===== src/rtl/syscall_print_unit.sv =====
// Console service for the MIPS print-string, print-char and exit syscalls.
// Fetches string bytes from the data memory word read port and emits one character per handshake.
module syscall_print_unit #(
  parameter int MAX_LEN = 256
) (
  input  logic        clk,
  input  logic        reset,
  input  logic        syscall_w,
  input  logic [31:0] v0,
  input  logic [31:0] a0,
  output logic [31:0] mem_addr,
  input  logic [31:0] mem_rd,
  output logic [7:0]  char_out,
  output logic        char_valid,
  input  logic        char_ready,
  output logic        stall,
  output logic        done,
  output logic        trunc,
  output logic        halted
);

  localparam int CW = $clog2(MAX_LEN + 1);

  localparam logic [31:0] SYS_PRINT_STR  = 32'd4;
  localparam logic [31:0] SYS_EXIT       = 32'd10;
  localparam logic [31:0] SYS_PRINT_CHAR = 32'd11;

  typedef enum logic [1:0] {
    S_IDLE,
    S_FETCH,
    S_EMIT,
    S_HALT
  } state_t;

  state_t        state, state_nx;
  logic [31:0]   ptr, ptr_nx;
  logic [CW-1:0] count, count_nx;
  logic [CW-1:0] count_inc;
  logic [7:0]    char_q, char_nx;
  logic          trunc_q, trunc_nx;
  logic          halted_q, halted_nx;
  logic          single_q, single_nx;
  logic [7:0]    fetch_byte;

  assign char_out  = char_q;
  assign trunc     = trunc_q;
  assign halted    = halted_q;
  assign count_inc = count + CW'(1);

  // Little-endian lane select: byte offset 0 lives in bits [7:0].
  always_comb begin
    fetch_byte = mem_rd[7:0];
    case (ptr[1:0])
      2'd0: fetch_byte = mem_rd[7:0];
      2'd1: fetch_byte = mem_rd[15:8];
      2'd2: fetch_byte = mem_rd[23:16];
      2'd3: fetch_byte = mem_rd[31:24];
      default: fetch_byte = mem_rd[7:0];
    endcase
  end

  always_comb begin
    // NOTE: every output and next-state value gets a default before the case so no path infers a latch.
    state_nx   = state;
    ptr_nx     = ptr;
    count_nx   = count;
    char_nx    = char_q;
    trunc_nx   = trunc_q;
    halted_nx  = halted_q;
    single_nx  = single_q;
    mem_addr   = 32'd0;
    char_valid = 1'b0;
    stall      = 1'b0;
    done       = 1'b0;

    case (state)
      S_IDLE: begin
        if (syscall_w && !halted_q) begin
          case (v0)
            SYS_PRINT_STR: begin
              ptr_nx    = a0;
              count_nx  = '0;
              trunc_nx  = 1'b0;
              single_nx = 1'b0;
              stall     = 1'b1;
              state_nx  = S_FETCH;
            end
            SYS_PRINT_CHAR: begin
              char_nx   = a0[7:0];
              trunc_nx  = 1'b0;
              single_nx = 1'b1;
              stall     = 1'b1;
              state_nx  = S_EMIT;
            end
            SYS_EXIT: begin
              // Completes in this cycle, so stall stays low and the syscall retires once.
              halted_nx = 1'b1;
              done      = 1'b1;
              state_nx  = S_HALT;
            end
            default: ;
          endcase
        end
      end

      S_FETCH: begin
        mem_addr = {ptr[31:2], 2'b00};
        char_nx  = fetch_byte;
        if (fetch_byte == 8'd0) begin
          done     = 1'b1;
          state_nx = S_IDLE;
        end else begin
          stall    = 1'b1;
          state_nx = S_EMIT;
        end
      end

      S_EMIT: begin
        char_valid = 1'b1;
        stall      = 1'b1;
        if (char_ready) begin
          if (single_q) begin
            done     = 1'b1;
            stall    = 1'b0;
            state_nx = S_IDLE;
          end else begin
            ptr_nx   = ptr + 32'd1;
            count_nx = count_inc;
            if (count_inc == CW'(MAX_LEN)) begin
              trunc_nx = 1'b1;
              done     = 1'b1;
              stall    = 1'b0;
              state_nx = S_IDLE;
            end else begin
              state_nx = S_FETCH;
            end
          end
        end
      end

      S_HALT: begin
        stall = 1'b1;
      end

      default: begin
        state_nx = S_IDLE;
      end
    endcase
  end

  always_ff @(posedge clk) begin
    // NOTE: sequential state uses non-blocking assignments so every register samples pre-edge values.
    if (reset) begin
      state    <= S_IDLE;
      ptr      <= 32'd0;
      count    <= '0;
      char_q   <= 8'd0;
      trunc_q  <= 1'b0;
      halted_q <= 1'b0;
      single_q <= 1'b0;
    end else begin
      state    <= state_nx;
      ptr      <= ptr_nx;
      count    <= count_nx;
      char_q   <= char_nx;
      trunc_q  <= trunc_nx;
      halted_q <= halted_nx;
      single_q <= single_nx;
    end
  end

endmodule


===== config.mk =====
export PLATFORM = sky130hd
export DESIGN_NAME = syscall_print_unit
export DESIGN_NICKNAME = d
export VERILOG_FILES = /design/src/rtl/syscall_print_unit.sv
export SDC_FILE = /design/constraint.sdc
export NUM_CORES = 1
export LEC_CHECK = 0
export ABC_AREA = 1
export CAP_MARGIN = 20
export CORE_UTILIZATION = 30
export CTS_CLUSTER_SIZE = 8
export DETAILED_ROUTE_END_ITERATION = 12
export DONT_BUFFER_PORTS = 1
export PLACE_DENSITY = 0.56
export SYNTH_ARGS = -nofsm -noshare
export SYNTH_HDL_FRONTEND = slang
export SYNTH_SLANG_ARGS = --single-unit
export TNS_END_PERCENT = 50

===== constraint.sdc =====
create_clock -name clk -period 2.5 [get_ports clk]
set_clock_uncertainty 0.05 [all_clocks]
set_input_delay 0.375 -clock clk [delete_from_list [all_inputs] [get_ports clk]]
set_output_delay 0.375 -clock clk [all_outputs]
set_load 0.01 [all_outputs]

# After elaboration in Yosys (flattened, before gate mapping)
# Index checks and enable logic that the tools add are counted.
[op_classes] reduce_logical=16 eq_ne=18 muxes=44 n_addsub=2
[op_table] op="32-bit 2-to-1 mux" n=5
[op_table] op="32-bit by 4-bit == test with 1-bit output, second input constant" n=2
[op_table] op="32-bit one-hot mux with 2 select lines" n=1
[op_table] op="9-bit 2-to-1 mux" n=4
[op_table] op="32-bit by 1-bit adder with 32-bit output, second input constant" n=1
[op_table] op="32-bit by 3-bit == test with 1-bit output, second input constant" n=1
[op_table] op="8-bit one-hot mux with 4 select lines" n=1
[op_table] op="1-bit 2-to-1 mux" n=20
[op_table] op="9-bit one-hot mux with 2 select lines" n=1
[op_table] op="8-bit 2-to-1 mux" n=2
[op_table] op="8-bit one-hot mux with 2 select lines" n=1
[op_table] op="2-bit one-hot mux with 3 select lines" n=2
[op_table] op="2-bit inequality test, second input constant" n=5
[op_table] op="9-bit by 1-bit adder with 9-bit output, second input constant" n=1
[op_table] op="9-bit == test, second input constant" n=1
[op_table] op="3-bit AND reduction" n=3
[op_table] op="2-bit == test, second input constant" n=4
[op_table] op="8-bit zero test" n=1
[op_table] op="2-bit 2-to-1 mux" n=3
[op_table] op="6-bit AND reduction" n=1
[op_table] op="2-bit nonzero test" n=3
[op_table] op="5-bit AND reduction" n=1
[op_table] op="2-bit by 1-bit == test with 1-bit output, second input constant" n=2
[op_table] op="2-bit zero test" n=2
[op_table] op="10 further kinds" n=12
[totals] ff_bits=54 output_inout_bits=45

# Longest topological paths before layout
[logic_depth] depth_word=6 mapped_depth=15 ltp_nobuf=15

# Worst setup path after synthesis
# Ideal clock, no wire load.
[synth_path] path_kind="register to output" start="register ptr[0]" end="output done" required_ns=2.075 t_arrival_ns=1.756 stages_incl_launch_ff=13 setup_slack_ns=0.319 path_cell_list="dfxtp_1 -> inv_1 -> ha_1 -> inv_1 -> buf_2 -> nand4_1 -> o21ai_0 -> nand2_1 -> nor2_1 -> nand2_1 -> o21ai_0 -> inv_1 -> a21oi_1"
[synth_between] elab_chain_len=5 elab_cells_between_ends=8
[synth_lines] element="start, declared" line="36" text="logic [31:0] ptr, ptr_nx;"
[synth_lines] element="start signal, assigned" line="163" text="ptr <= ptr_nx;"
[synth_lines] element="2-bit == test, or another cell as far along" line="53" text="case (ptr[1:0])"
[synth_lines] element="8-bit one-hot mux with 4 select lines (*)" line="53"
[synth_lines] element="8-bit zero test (*)" line="109" text="if (fetch_byte == 8'd0) begin"
[synth_lines] element="1-bit 2-to-1 mux (*)" line="109"
[synth_lines] element="1-bit one-hot mux with 3 select lines (*)" line="76" text="case (state)"
[synth_lines] element="end, declared" line="17" text="output logic done,"
# Mark *: on every way between the ends. The rest lies on a longest branch, timed or not.

# Worst setup path after layout
[layout_path] start="register ptr[1]" end="output done"
# Same word-level chain as after synthesis.

==> run metrics <==
clock latency at the later pin of the worst-skew pair 0.30 ns; Nets 909; Sw Pwr 2.25 mW; MaxCap Viol Count 0; first-pass GRT wire length 21900 µm; Die Area 0.0154 mm²; n_diodes 0; design area 0.00499 mm²; share of cells above drive strength 1 0.117; Post-DP HPWL 10200 µm; DR vias/cell 4.94; WL final 13800 µm; DR iter-0 viols 345; PD cells 938 mW/mm²; H-tree depth 2; DR vias 4861; Post-Syn Area 0.00448 mm²; register bit total from synthesis 54; Worst-Margin Slew 0.634 ns; peak supply drop 0.534 mV; post-layout min period 2.48 ns; Die Wd 124 µm; largest net degree at the start of global routing 57; CTS buffer count 5; Flop pwr share 0.311; Initial Utilization 0.308; I/O Buffers 0; crit path max fanout 7; row cnt 44; Final GP Congestion 0.849; most common cell after layout, fill and taps aside nand2_1; register area share after synthesis 0.241; clock buffer depth 2; Critical Path Sink Type output pin; syn avg cell area 5.56 µm²; Pre-Repair DR Iteration Count 4; num ports 145; relative slew slack 0.578; Comb pwr share 0.526; initial antenna violation count 0; commonest non-fill, non-tap cells in the layout nand2_1 (257), nor2_1 (121), inv_1 (85); fillcell total 1667; WP data required 2.08 ns; CORE AREA 0.0145 mm²; critical path class flip-flop to output pin; final cycle utilization of the critical path 0.990; Root Buffer clkbuf_16; area delta synth->final 11.3%; die height 124 µm; GRT Residual Overflow 0; endpoints failing setup 0; status completed; grt met2 use 0.281; Remaining DRCs 0; Post-Layout Cell Count 985; hold crit path type input port to flip-flop; Final Worst Setup Slack 0.0246 ns; Switching Share 0.482; Total GRT Usage 0.181; CTS tree yes; Final Hold Fails 0; crit start category flip-flop; TritonCTS Sinks 54; synth unique cells 36; wire per inst 14.0 µm; final slew viol count 0; leak pwr 1.97 nW; Clock transition at path regs 0.08 ns; Yosys warnings 0; Max Clock Freq 0.404 GHz; Clk network pwr share 0.163; post-route ant nets 0; GRT met1 Usage 0.256; Most Crowded Layer GR met2; Syn Inst Count 805; Pint 2.42 mW; Placement Cell Area 0.00468 mm²; CP Data Arrival Time 2.05 ns; dpl ws 0.0874 ns; met3 Usage GRT 0.0417; vias in the first global route 4361; setup repair after global routing missed its margin true; Placed Cells 973
[cells by family after synthesis]
logic type                 count (synthesis)  synth area share
AOI/OAI and AO/OA                        118             0.146
xor gates and xnor gates                   6            0.0117
adders and majority gates                  9            0.0251
buffers and inverters                    129             0.117
DFF                                       54             0.241
other                                      1          0.000837
and+or+nand+nor                          488             0.457
[final timing paths]
check                start  endpoint  slack [ns]  cells past startpoint
setup reg to reg  state[0]   ptr[16]        0.29                     10
setup / recovery    ptr[1]      done        0.02                     11
hold / removal       reset  count[1]        0.08                      1
hold reg to reg   single_q  single_q        0.44                      2
[registers in the layout, summed over array words and instances (netlist names)]
| name | count |
|---|---|
| char_out | 8 |
| count | 9 |
| halted | 1 |
| ptr | 32 |
| single_q | 1 |
| state | 2 |
| trunc | 1 |
[final cells by class]
type	instances	area [µm²]	area share
tap	184	230	0.0462
sequential	54	1090	0.219
clock buffer	5	125	0.0251
clock inverter	3	26.3	0.00527
timing repair buffer	21	158	0.0316
inverter	94	358	0.0718
multi-input combinational	623	2990	0.600
timing repair inverter	1	7.51	0.00151
[timing repair]
item	in CTS	in global routing
gates cloned	1	0
hold buffers	0	0
resized for setup	21	20
setup buffers	0	3
pin swaps	1	8
setup endpoints to repair	2	2
[Yosys cell counts]
| library cell | count | share of area |
|---|---|---|
| nor2_2 | 7 | 0.0098 |
| buf_1 | 1 | 0.00084 |
| dfxtp_1 | 54 | 0.24 |
| nand3_2 | 1 | 0.0022 |
| conb_1 | 1 | 0.00084 |
| a211oi_2 | 4 | 0.011 |
| buf_6 | 2 | 0.0050 |
| nand2_1 | 259 | 0.22 |
| nor3_1 | 21 | 0.023 |
| a31oi_1 | 1 | 0.0014 |
| buf_2 | 5 | 0.0056 |
| o21ai_2 | 1 | 0.0020 |
| nor2_1 | 123 | 0.10 |
| a21oi_2 | 5 | 0.0098 |
| nor2_4 | 4 | 0.010 |
| o21ai_0 | 59 | 0.066 |
| inv_1 | 89 | 0.075 |
| nand2_2 | 5 | 0.0070 |
| nor3_2 | 1 | 0.0022 |
| nand3_1 | 45 | 0.050 |
| clkbuf_1 | 22 | 0.018 |
| nand3b_1 | 4 | 0.0067 |
| o21ai_1 | 1 | 0.0011 |
| inv_2 | 4 | 0.0034 |
| o21bai_1 | 1 | 0.0017 |
| o31ai_1 | 1 | 0.0017 |
| xnor2_1 | 3 | 0.0059 |
| or2_2 | 4 | 0.0056 |
| xor2_1 | 3 | 0.0059 |
| nor3b_1 | 1 | 0.0017 |
| ha_1 | 9 | 0.025 |
| o22ai_1 | 5 | 0.0070 |
| buf_4 | 5 | 0.0084 |
| nand4_1 | 13 | 0.018 |
| clkinv_1 | 1 | 0.00084 |
| a21oi_1 | 40 | 0.045 |
[power groups by stage]
stage	Clock, mW	Sequential, mW	Combinational, mW
2_1_floorplan	0	1.36	1.72
3_3_place_gp	0	1.46	2.21
3_5_place_dp	0	1.45	2.23
4_1_cts	0.776	1.44	2.39
5_1_grt	0.808	1.50	2.79
6_report	0.761	1.46	2.46
[through the flow]
step	hold slack (ns)	power [mW]	util	TNS [ns]
after floorplan	0.388	3.08	-	0
after global placement	0.400	3.66	0.322	0
after detailed placement	0.399	3.69	0.322	0
after CTS	0.0682	4.61	0.338	0
after global routing	0.0647	5.09	0.343	-0.102
final	0.0796	4.68	0.343	0
[worst max-delay path: stages (launching register included)]
cell,delay [ns]
dfxtp_2,0.34
inv_4,0.07
ha_4,0.18
clkinvlp_4,0.19
o22ai_2,0.23
nand2_1,0.10
nor2_2,0.11
nand2_2,0.09
o21ai_1,0.13
inv_1,0.06
a21oi_2,0.12
buf_4,0.13
[metal layers]
metal / share of wire / up-vias / wire length (µm)
met5: 0 / - / 0
met4: 0.0077 / 0 / 106
met3: 0.067 / 9 / 919
met2: 0.44 / 138 / 6030
met1: 0.49 / 2191 / 6740
li1: - / 2523 / -
Power figures use the tool's default switching activity.
